## src/rtl/audio_tdm_tx.sv

```systemverilog
// TDM/I2S serial audio transmitter: derives BCK/LRCK from the reference clock
// as ordinary registers and shifts out one buffered multi-channel frame per LRCK period.
module audio_tdm_tx #(
    parameter int REF_CLK          = 18432000,
    parameter int SAMPLE_RATE      = 48000,
    parameter int DATA_WIDTH       = 16,
    parameter int CHANNEL_NUM      = 2,
    parameter int JUSTIFY          = 0,
    parameter int ZERO_ON_UNDERRUN = 1
) (
    input  logic                              iCLK_18_4,
    input  logic                              iRST_N,
    input  logic [CHANNEL_NUM*DATA_WIDTH-1:0] iSAMPLE,
    input  logic                              iVALID,
    output logic                              oREADY,
    input  logic                              iMUTE,
    output logic                              oAUD_BCK,
    output logic                              oAUD_LRCK,
    output logic                              oAUD_DATA,
    output logic                              oFRAME_START,
    output logic                              oUNDERRUN
);
    localparam int FRAME_BITS = DATA_WIDTH * CHANNEL_NUM;
    localparam int BCK_HALF   = REF_CLK / (SAMPLE_RATE * FRAME_BITS * 2);
    localparam int DIV_W      = (BCK_HALF > 1) ? $clog2(BCK_HALF) : 1;
    localparam int P_W        = $clog2(FRAME_BITS);

    if (BCK_HALF < 1) begin : g_bad_ratio
        $error("audio_tdm_tx: REF_CLK too low for the requested bit clock");
    end

    logic [DIV_W-1:0]      div_q;
    logic [DIV_W-1:0]      div_d;
    logic                  bck_d;
    logic [P_W-1:0]        p_q;
    logic [P_W-1:0]        p_d;
    logic [P_W-1:0]        idx;
    logic [FRAME_BITS-1:0] frame_q;
    logic [FRAME_BITS-1:0] frame_d;
    logic [FRAME_BITS-1:0] hold_q;
    logic                  hold_full_q;
    logic                  hold_full_d;
    logic                  tc;
    logic                  fall;
    logic                  load;
    logic                  load_soon;
    logic                  xfer;
    logic                  lj_bit;
    logic                  lrck_d;
    logic                  dly_q;
    int                    sel;

    always_comb begin
        tc      = (div_q == DIV_W'(BCK_HALF - 1));
        div_d   = tc ? '0 : div_q + 1'b1;
        bck_d   = tc ? ~oAUD_BCK : oAUD_BCK;
        fall    = tc && oAUD_BCK;
        load    = fall && (p_q == P_W'(FRAME_BITS - 1));
        p_d     = p_q;
        if (fall) begin
            p_d = (p_q == P_W'(FRAME_BITS - 1)) ? '0 : p_q + 1'b1;
        end
        xfer    = iVALID && oREADY;

        // Mute wins over both the fresh frame and the underrun policy
        frame_d = frame_q;
        if (load) begin
            if (iMUTE) begin
                frame_d = '0;
            end else if (hold_full_q) begin
                frame_d = hold_q;
            end else if (ZERO_ON_UNDERRUN != 0) begin
                frame_d = '0;
            end
        end

        hold_full_d = (hold_full_q && !load) || xfer;
        // Raise READY one cycle early so a new frame can be taken in the very load cycle
        load_soon   = (div_d == DIV_W'(BCK_HALF - 1)) && bck_d
                      && (p_d == P_W'(FRAME_BITS - 1));

        sel    = int'(p_d);
        idx    = P_W'((sel / DATA_WIDTH) * DATA_WIDTH + DATA_WIDTH - 1 - (sel % DATA_WIDTH));
        lj_bit = frame_d[idx];
        lrck_d = (p_d >= P_W'(FRAME_BITS / 2));
    end

    always_ff @(posedge iCLK_18_4 or negedge iRST_N) begin
        if (!iRST_N) begin
            div_q        <= '0;
            oAUD_BCK     <= 1'b0;
            p_q          <= P_W'(FRAME_BITS - 1);
            frame_q      <= '0;
            hold_q       <= '0;
            hold_full_q  <= 1'b0;
            dly_q        <= 1'b0;
            oREADY       <= 1'b1;
            oAUD_LRCK    <= 1'b0;
            oAUD_DATA    <= 1'b0;
            oFRAME_START <= 1'b0;
            oUNDERRUN    <= 1'b0;
        end else begin
            div_q        <= div_d;
            oAUD_BCK     <= bck_d;
            p_q          <= p_d;
            frame_q      <= frame_d;
            hold_full_q  <= hold_full_d;
            if (xfer) begin
                hold_q <= iSAMPLE;
            end
            oREADY       <= !hold_full_d || load_soon;
            oFRAME_START <= load;
            oUNDERRUN    <= load && !hold_full_q;
            // Serial outputs change only together with the BCK falling edge
            if (fall) begin
                oAUD_LRCK <= lrck_d;
                dly_q     <= lj_bit;
                oAUD_DATA <= (JUSTIFY != 0) ? lj_bit : dly_q;
            end
        end
    end
endmodule

```

## config.mk

```make
export PLATFORM = sky130hd
export DESIGN_NAME = audio_tdm_tx
export DESIGN_NICKNAME = d
export VERILOG_FILES = /design/src/rtl/audio_tdm_tx.sv
export SDC_FILE = /design/constraint.sdc
export NUM_CORES = 1
export LEC_CHECK = 0
export ABC_AREA = 1
export CORE_MARGIN = 4
export CORE_UTILIZATION = 35
export DETAILED_ROUTE_END_ITERATION = 12
export HOLD_SLACK_MARGIN = 0.08
export PLACE_DENSITY = 0.51
export SYNTH_ARGS = -nofsm -noshare
export SYNTH_HDL_FRONTEND = slang
export SYNTH_SLANG_ARGS = --single-unit
```

## constraint.sdc

```tcl
create_clock -name iCLK_18_4 -period 2.5 [get_ports iCLK_18_4]
set_input_delay 0.625 -clock iCLK_18_4 [delete_from_list [all_inputs] [get_ports iCLK_18_4]]
set_output_delay 0.625 -clock iCLK_18_4 [all_outputs]
set_load 0.02 [all_outputs]
```

==> out/results.tsv, run 1 <==
stage	metric	value	unit
yosys	post-synthesis compound-gate area fraction	0.01224	
sta	Slew @ Worst Pin	574.6	ps
global_route	GRT overflow	0	
yosys	post-synthesis sequential area ratio	0.5459	
pwr	leakage	1.957	nW
critical_path	Worst EP required	2750	ps
critical_path	worst r2r src	p_q[0]	
floorplanning	Chip Height	110.6	µm
floorplanning	Die W	110.6	µm
yosys	syn avg cell area	10.31	µm²
critical_path	critical path arrival	2500	ps
detailed_routing	drt first pass iters	4	
critical_path	critical path type	flop to flop	
detailed_routing	vias	2615	
detailed_routing	DR WL/cell	14.35	µm
cells_and_area	diodes inserted	0	
sta	worst hold slack	263.2	ps
global_route	GRT Resource Usage Total	0.1391	
floorplanning	num ports	42	
sta	RSZ-0062 raised after global routing	no	
run_status	status	completed	
sta	Tcrit/Tclk final	0.9000	
yosys	Syn. warnings	0	
detailed_routing	DRC viols	0	
yosys	Simple-Gate Fraction of Synth Area	0.2797	
sta	clk_skew	7.382	ps
yosys	Distinct cells, synth	27	
place	hpwl dp	5.504	mm
sta	FMAX	444.5	MHz
floorplanning	Core ar.	10280	µm²
yosys	Synth Cell Area	3681	µm²
sta	worst setup slack after layout	250.0	ps
yosys	post-synthesis mux area share	0.09789	
cells_and_area	area grow syn2layout	21.96	%
clock_network	Skew-Pair Late Insertion Delay	350	ps
run	max cap viols	0	
global_route	vias in the first global route	2682	
clock_network	CTS tree	done	
clock_network	Setup Buffers After CTS	0	
yosys	Synth Area in Adders	0.01360	
floorplanning	Die Footprint	12220	µm²
pwr	total power per unit cell area	520.6	nW/µm²
place	Routability Congestion	0.7915	
floorplanning	# rows	37	
cells_and_area	Nets	450	
sta	Final min period	2250	ps
hold_path	hold crit path type	input port to async pin	
cells_and_area	fin cells	551	
sta	endpoints failing setup	0	
clock_network	CTS root buffer	clkbuf_8	
critical_path	Crit Path Max Fanout	19	
pwr	overall power	0.002337	W
clock_network	Max Root-Sink Buffers	2	
sta	Slew Limit Headroom	0.6169	
yosys	Synth Area in XOR/XNOR	0	
place	setup slack after placement	154.7	ps
detailed_routing	Highest Signal Layer	met4	
sta	Final Hold Violating Endpoints	0	
detailed_routing	met3 WL post-DR	257	µm
detailed_routing	met1 wire length	3.929	mm
floorplanning	Starting Density	0.3582	
cells_and_area	layout cells sized above 1	0.2458	
detailed_routing	DR vias/cell	4.746	
global_route	initial antenna violation count	0	
global_route	largest net degree at the start of global routing	45	
sta	fin. max-slew vios	0	
yosys	Cells after Synth	357	
detailed_routing	initial DRC count	107	
critical_path	Worst Setup SP	p_q[0]	
clock_network	# clock sinks	80	
detailed_routing	antenna-violating nets left	0	
critical_path	Worst setup SP type	flop	
detailed_routing	metal2 WL	3.652	mm
detailed_routing	Final Routed Wirelength	7.907	mm
yosys	largest family of logic cells by synthesized area	simple AND/OR/NAND/NOR gates	
yosys	Post-Syn Nets	397	
clock_network	H-tree Lvls	3	
clock_network	clock-pin slew on the worst setup and hold paths	80	ps
clock_network	TritonCTS Buffers	9	
place	port bufs	41	
global_route	first-pass GRT wire length	13.68	mm
yosys	synthesis-stage register bit count	80	
pwr	VDD IR max	0.2379	mV
critical_path	endpoint type of the worst setup path	flop	
place	Cell Count Post-Placement	535	
sta	setup TNS	0	ps
[final timing paths]
kind,to,slack (ps),cells past startpoint
min,hold_q[27],260,1
min in group iCLK_18_4,oAUD_LRCK,470,2
max in group asynchronous,hold_q[11],1610,2
max,dly_q,250,14
max reg2reg,dly_q,250,14
min reg2reg,oAUD_LRCK,470,2
[sequential cells by signal, summed over array words and instances, names as in the netlist]
register / count
div_q: 3
hold_full_q: 1
oUNDERRUN: 1
oAUD_LRCK: 1
oAUD_DATA: 1
frame_q: 32
oREADY: 1
dly_q: 1
oAUD_BCK: 1
p_q: 5
hold_q: 32
oFRAME_START: 1
[per-layer routing]
| metal | global-route usage | vias up |
|---|---|---|
| met3 | 0.03452 | 5 |
| met4 | 0.05172 | 0 |
| met2 | 0.2071 | 39 |
| li1 | - | 1293 |
| met5 | 0 | - |
| met1 | 0.1955 | 1278 |
[where the power goes]
group	total, W	switching, W	internal (W)	leakage [nW]
Combinational	0.000128	0.0000515	0.0000761	0.993
Clock	0.000873	0.000460	0.000413	0.0894
Sequential	0.00134	0.0000168	0.00132	0.874
[through the flow]
stage                       util  instance area, µm²
after floorplan                -                3681
after global placement    0.4179                4295
after detailed placement  0.4179                4295
after CTS                 0.4351                4472
after global routing      0.4368                4489
final                     0.4368                4489
[critical path: stages, from the launching register on]
cell     delay (ps)
dfstp_2         570
ha_1            170
nand2_1          80
nor2_2          120
ha_2            240
nand2_8          80
buf_4           220
nand2_1         100
nand3_1          80
nand3_1          90
nand3_1         110
nand3_1          80
nand3_1          70
nand3_1          70
nand2_1          50
[area by class of cell]
type                            instances  area (µm²)
Clock buffer                           13       158.9
Clock inverter                          3       17.52
Fill cell                            1043        5788
Inverter                               14       65.06
Multi-Input combinational cell        249        1498
Sequential cell                        80        2009
Tap cell                              136       170.2
Timing Repair Buffer                   56       570.5
[timing repair]
| action | in CTS | in global routing |
|---|---|---|
| gates resized for setup | 0 | 5 |
| hold buffers | 0 | 0 |
| endpoints found under the setup margin | 0 | 2 |
[cells in the mapped netlist]
library cell | instances | share of area
mux2_2 | 32 | 0.098
o21ai_1 | 1 | 0.0014
nand3_1 | 66 | 0.090
nand3_2 | 20 | 0.054
dfstp_2 | 6 | 0.043
ha_1 | 4 | 0.014
buf_6 | 4 | 0.012
nor2_2 | 1 | 0.0017
buf_1 | 3 | 0.0031
buf_4 | 2 | 0.0041
o21ai_0 | 3 | 0.0041
dfrtp_1 | 74 | 0.50
o21ai_2 | 1 | 0.0024
nand2_1 | 100 | 0.10
o41ai_1 | 1 | 0.0024
nor2_4 | 1 | 0.0031
inv_2 | 2 | 0.0020
inv_8 | 1 | 0.0031
nor3_4 | 1 | 0.0044
nand4_1 | 1 | 0.0017
nand2_2 | 3 | 0.0051
nand2_8 | 1 | 0.0054
buf_12 | 2 | 0.011
buf_2 | 3 | 0.0041
a21o_1 | 1 | 0.0020
nor2_1 | 12 | 0.012
inv_1 | 11 | 0.011
[cells in the final DEF, fill, tap and decap left out, types with 3 or more instances in the layout]
cell type,netlist,routed
nand2_1,100,100
dfrtp_1,74,74
nand3_1,66,66
clkdlybuf4s50_1,0,40
mux2_2,32,32
nand3_2,20,20
buf_4,2,12
inv_1,11,11
nor2_1,12,11
clkbuf_8,0,11
dfstp_2,6,6
buf_12,2,4
o21ai_0,3,3
[logic make-up (layout without fill, tap and decap cells)]
family | after synthesis | after routing
simple gates | 206 | 206
compound gates | 7 | 7
fa+ha+maj | 4 | 4
mux | 32 | 32
buf+inv | 28 | 86
flops | 80 | 80
Note: power is estimated with default switching activity, not from simulation.
==> inputs of run 2 (changes only) <==
Settings changed: ABC_CLOCK_PERIOD_IN_PS from default to 2500.
==> results of run 2 <==
The final DEF is identical to that of run 1; final timing and power are the same.
==> inputs of run 3 (changes only) <==
Settings changed: ABC_CLOCK_PERIOD_IN_PS 2500 to 2300, CORE_MARGIN 4 to 10.
Clock period 2.5 ns to 2.3 ns, I/O delays scaled along.
==> out/results.tsv, run 3 (synthesis gave the netlist of run 1 again) <==
stage	metric	value	unit	change
detailed_routing	DRC viols	0		unchanged
global_route	vias in the first global route	2781		+3.7%
detailed_routing	DR vias/cell	4.771		+0.52%
detailed_routing	antenna-violating nets left	0		unchanged
clock_network	CTS tree	done		
pwr	total power per unit cell area	584.8	nW/µm²	+12%
cells_and_area	largest registers	frame_q (32), hold_q (32), p_q (5)		
critical_path	critical path type	flop to flop		
global_route	initial antenna violation count	0		unchanged
pwr	VDD IR max	0.3105	mV	+31%
place	hpwl dp	5.816	mm	+5.7%
cells_and_area	fin util	0.4697		+0.03287
cells_and_area	commonest non-fill, non-tap cell in the layout	nand2_1		
critical_path	endpoint type of the worst setup path	flop		
detailed_routing	Final Routed Wirelength	8.386	mm	+6.1%
global_route	largest net degree at the start of global routing	35		-22%
global_route	GRT Resource Usage Total	0.1189		-0.02020
cells_and_area	post-route cell area	4827	µm²	+7.5%
global_route	first-pass GRT wire length	14.14	mm	+3.4%
sta	Final Hold Violating Endpoints	0		unchanged
clock_network	Skew-Pair Late Insertion Delay	350	ps	about the same
clock_network	H-tree Lvls	3		unchanged
clock_network	Max Root-Sink Buffers	2		unchanged
sta	worst setup slack after layout	76.51	ps	-173.5 ps
place	placed cell area	4370	µm²	+1.7%
critical_path	Worst EP required	2600	ps	-150 ps
place	setup slack after placement	15.22	ps	-139.5 ps
sta	clk_skew	12.18	ps	+4.799 ps
place	Routability Congestion	0.8553		+8.1%
detailed_routing	drt first pass iters	4		unchanged
floorplanning	Die Footprint	15020	µm²	+23%
sta	fin. max-slew vios	0		unchanged
sta	endpoints failing setup	0		unchanged
detailed_routing	initial DRC count	105		-1.9%
cells_and_area	commonest non-fill, non-tap cells in the layout	93 x nand2_1, 74 x dfrtp_1, 48 x nand3_1		
clock_network	TritonCTS Buffers	9		unchanged
floorplanning	num ports	42		unchanged
cells_and_area	layout cells sized above 1	0.3223		+0.07649
sta	Final min period	2223	ps	-26.46 ps
hold_path	hold crit path type	input port to async pin		
sta	RSZ-0062 raised after global routing	yes		
floorplanning	Core ar.	10280	µm²	unchanged
floorplanning	Chip Height	122.6	µm	+11%
sta	Slew @ Worst Pin	461.2	ps	-113.5 ps
critical_path	Worst setup SP type	flop		
sta	Slew Limit Headroom	0.6926		+0.07564
global_route	GRT overflow	0		unchanged
place	port bufs	41		unchanged
cells_and_area	Nets	457		+1.6%
cells_and_area	diodes inserted	0		unchanged
clock_network	CTS root buffer	clkbuf_8		
floorplanning	Die W	122.6	µm	+11%
cells_and_area	Fillers	999		-4.2%
critical_path	Crit Path Max Fanout	6		-13
detailed_routing	DR WL/cell	15.03	µm	+4.7%
floorplanning	Starting Density	0.3582		unchanged
pwr	leakage	2.093	nW	+6.9%
floorplanning	# rows	37		unchanged
critical_path	critical path arrival	2520	ps	+20 ps
clock_network	# clock sinks	80		unchanged
run	max cap viols	0		unchanged
detailed_routing	vias	2662		+1.8%
run_status	status	completed		
sta	FMAX	449.7	MHz	+1.2%
sta	Tcrit/Tclk final	0.9667		+0.06676
cells_and_area	area grow syn2layout	31.14	%	
sta	setup TNS	0	ps	unchanged
clock_network	clock-pin slew on the worst setup and hold paths	90	ps	about the same
run 3: changes by cell type in the layout (fill, tap and decap cells not counted), moves of 2 or more:
cell / previous run / this run
buf_12: 4 / 7
buf_6: 0 / 3
bufinv_16: 0 / 3
clkbuf_8: 11 / 9
ha_2: 2 / 0
ha_4: 0 / 3
nand2_1: 100 / 93
nand2_2: 2 / 6
nand2_4: 1 / 4
nand3_1: 66 / 48
nand3_2: 20 / 38
run 3: path summary, 6_finish.rpt:
path | start | end | slack [ps] | cells after the start
setup / recovery | p_q[1] | dly_q | 80 | 15
hold / removal | iRST_N | frame_q[18] | 170 | 1
setup reg to reg | p_q[1] | dly_q | 80 | 15
hold reg to reg | frame_q[1] | frame_q[1] | 470 | 2
max in group asynchronous | iRST_N | oFRAME_START | 1570 | 2
min in group iCLK_18_4 | frame_q[1] | frame_q[1] | 470 | 2
run 3: through the flow:
stage	hold slack (ps)	instances	power (W)
after floorplan	279.4	357	0.001516
after global placement	456.4	540	0.001626
after detailed placement	460.4	540	0.001628
after CTS	173.9	556	0.002866
after global routing	180.0	558	0.002944
final	167.0	558	0.002823
run 3: cell type report:
class                           count  area (µm²)  share of cell area
Sequential cell                    80        2009              0.4163
Multi-Input combinational cell    249        1658              0.3434
Timing Repair Buffer               63       689.4              0.1428
Tap cell                          136       170.2             0.03525
Clock buffer                       10       127.6             0.02644
Clock inverter                      6       107.6             0.02229
Inverter                           14       65.06             0.01348
run 3: power by group:
part	total [W]	switching (W)	internal (W)
clock	0.00123	0.000509	0.000718
sequential	0.00146	0.0000217	0.00143
combinational	0.000141	0.0000556	0.0000849
total	0.00282	0.000586	0.00224
run 3: what timing repair did:
item | 4_1_cts | 5_1_grt
pin swaps | 0 | 15
setup buffers | 0 | 1
endpoints found under the setup margin | 1 | 1
resized for setup | 2 | 39
gates cloned | 0 | 1
hold buffers | 0 | 0
run 3: critical path: stages, from the launching register on:
cell and delay [ps]:
dfstp_2 570, ha_4 160, nand2_4 50, nor2_4 160, ha_4 180, nand2_8 90, nor3_4 230, buf_12 170
nand2_4 50, nand3_2 60, nand3_1 70, nand3_1 90, nand3_1 90, nand3_2 70, nand3_2 70, nand2_1 60
run 3: per-layer routing:
metal  up-vias  part of all wire  track usage
met3        10             0.034      0.03076
met1      1299              0.48       0.1606
met5         -                 0            0
met2        40              0.47       0.1760
met4         0             0.016      0.05228
li1       1313                 -            -
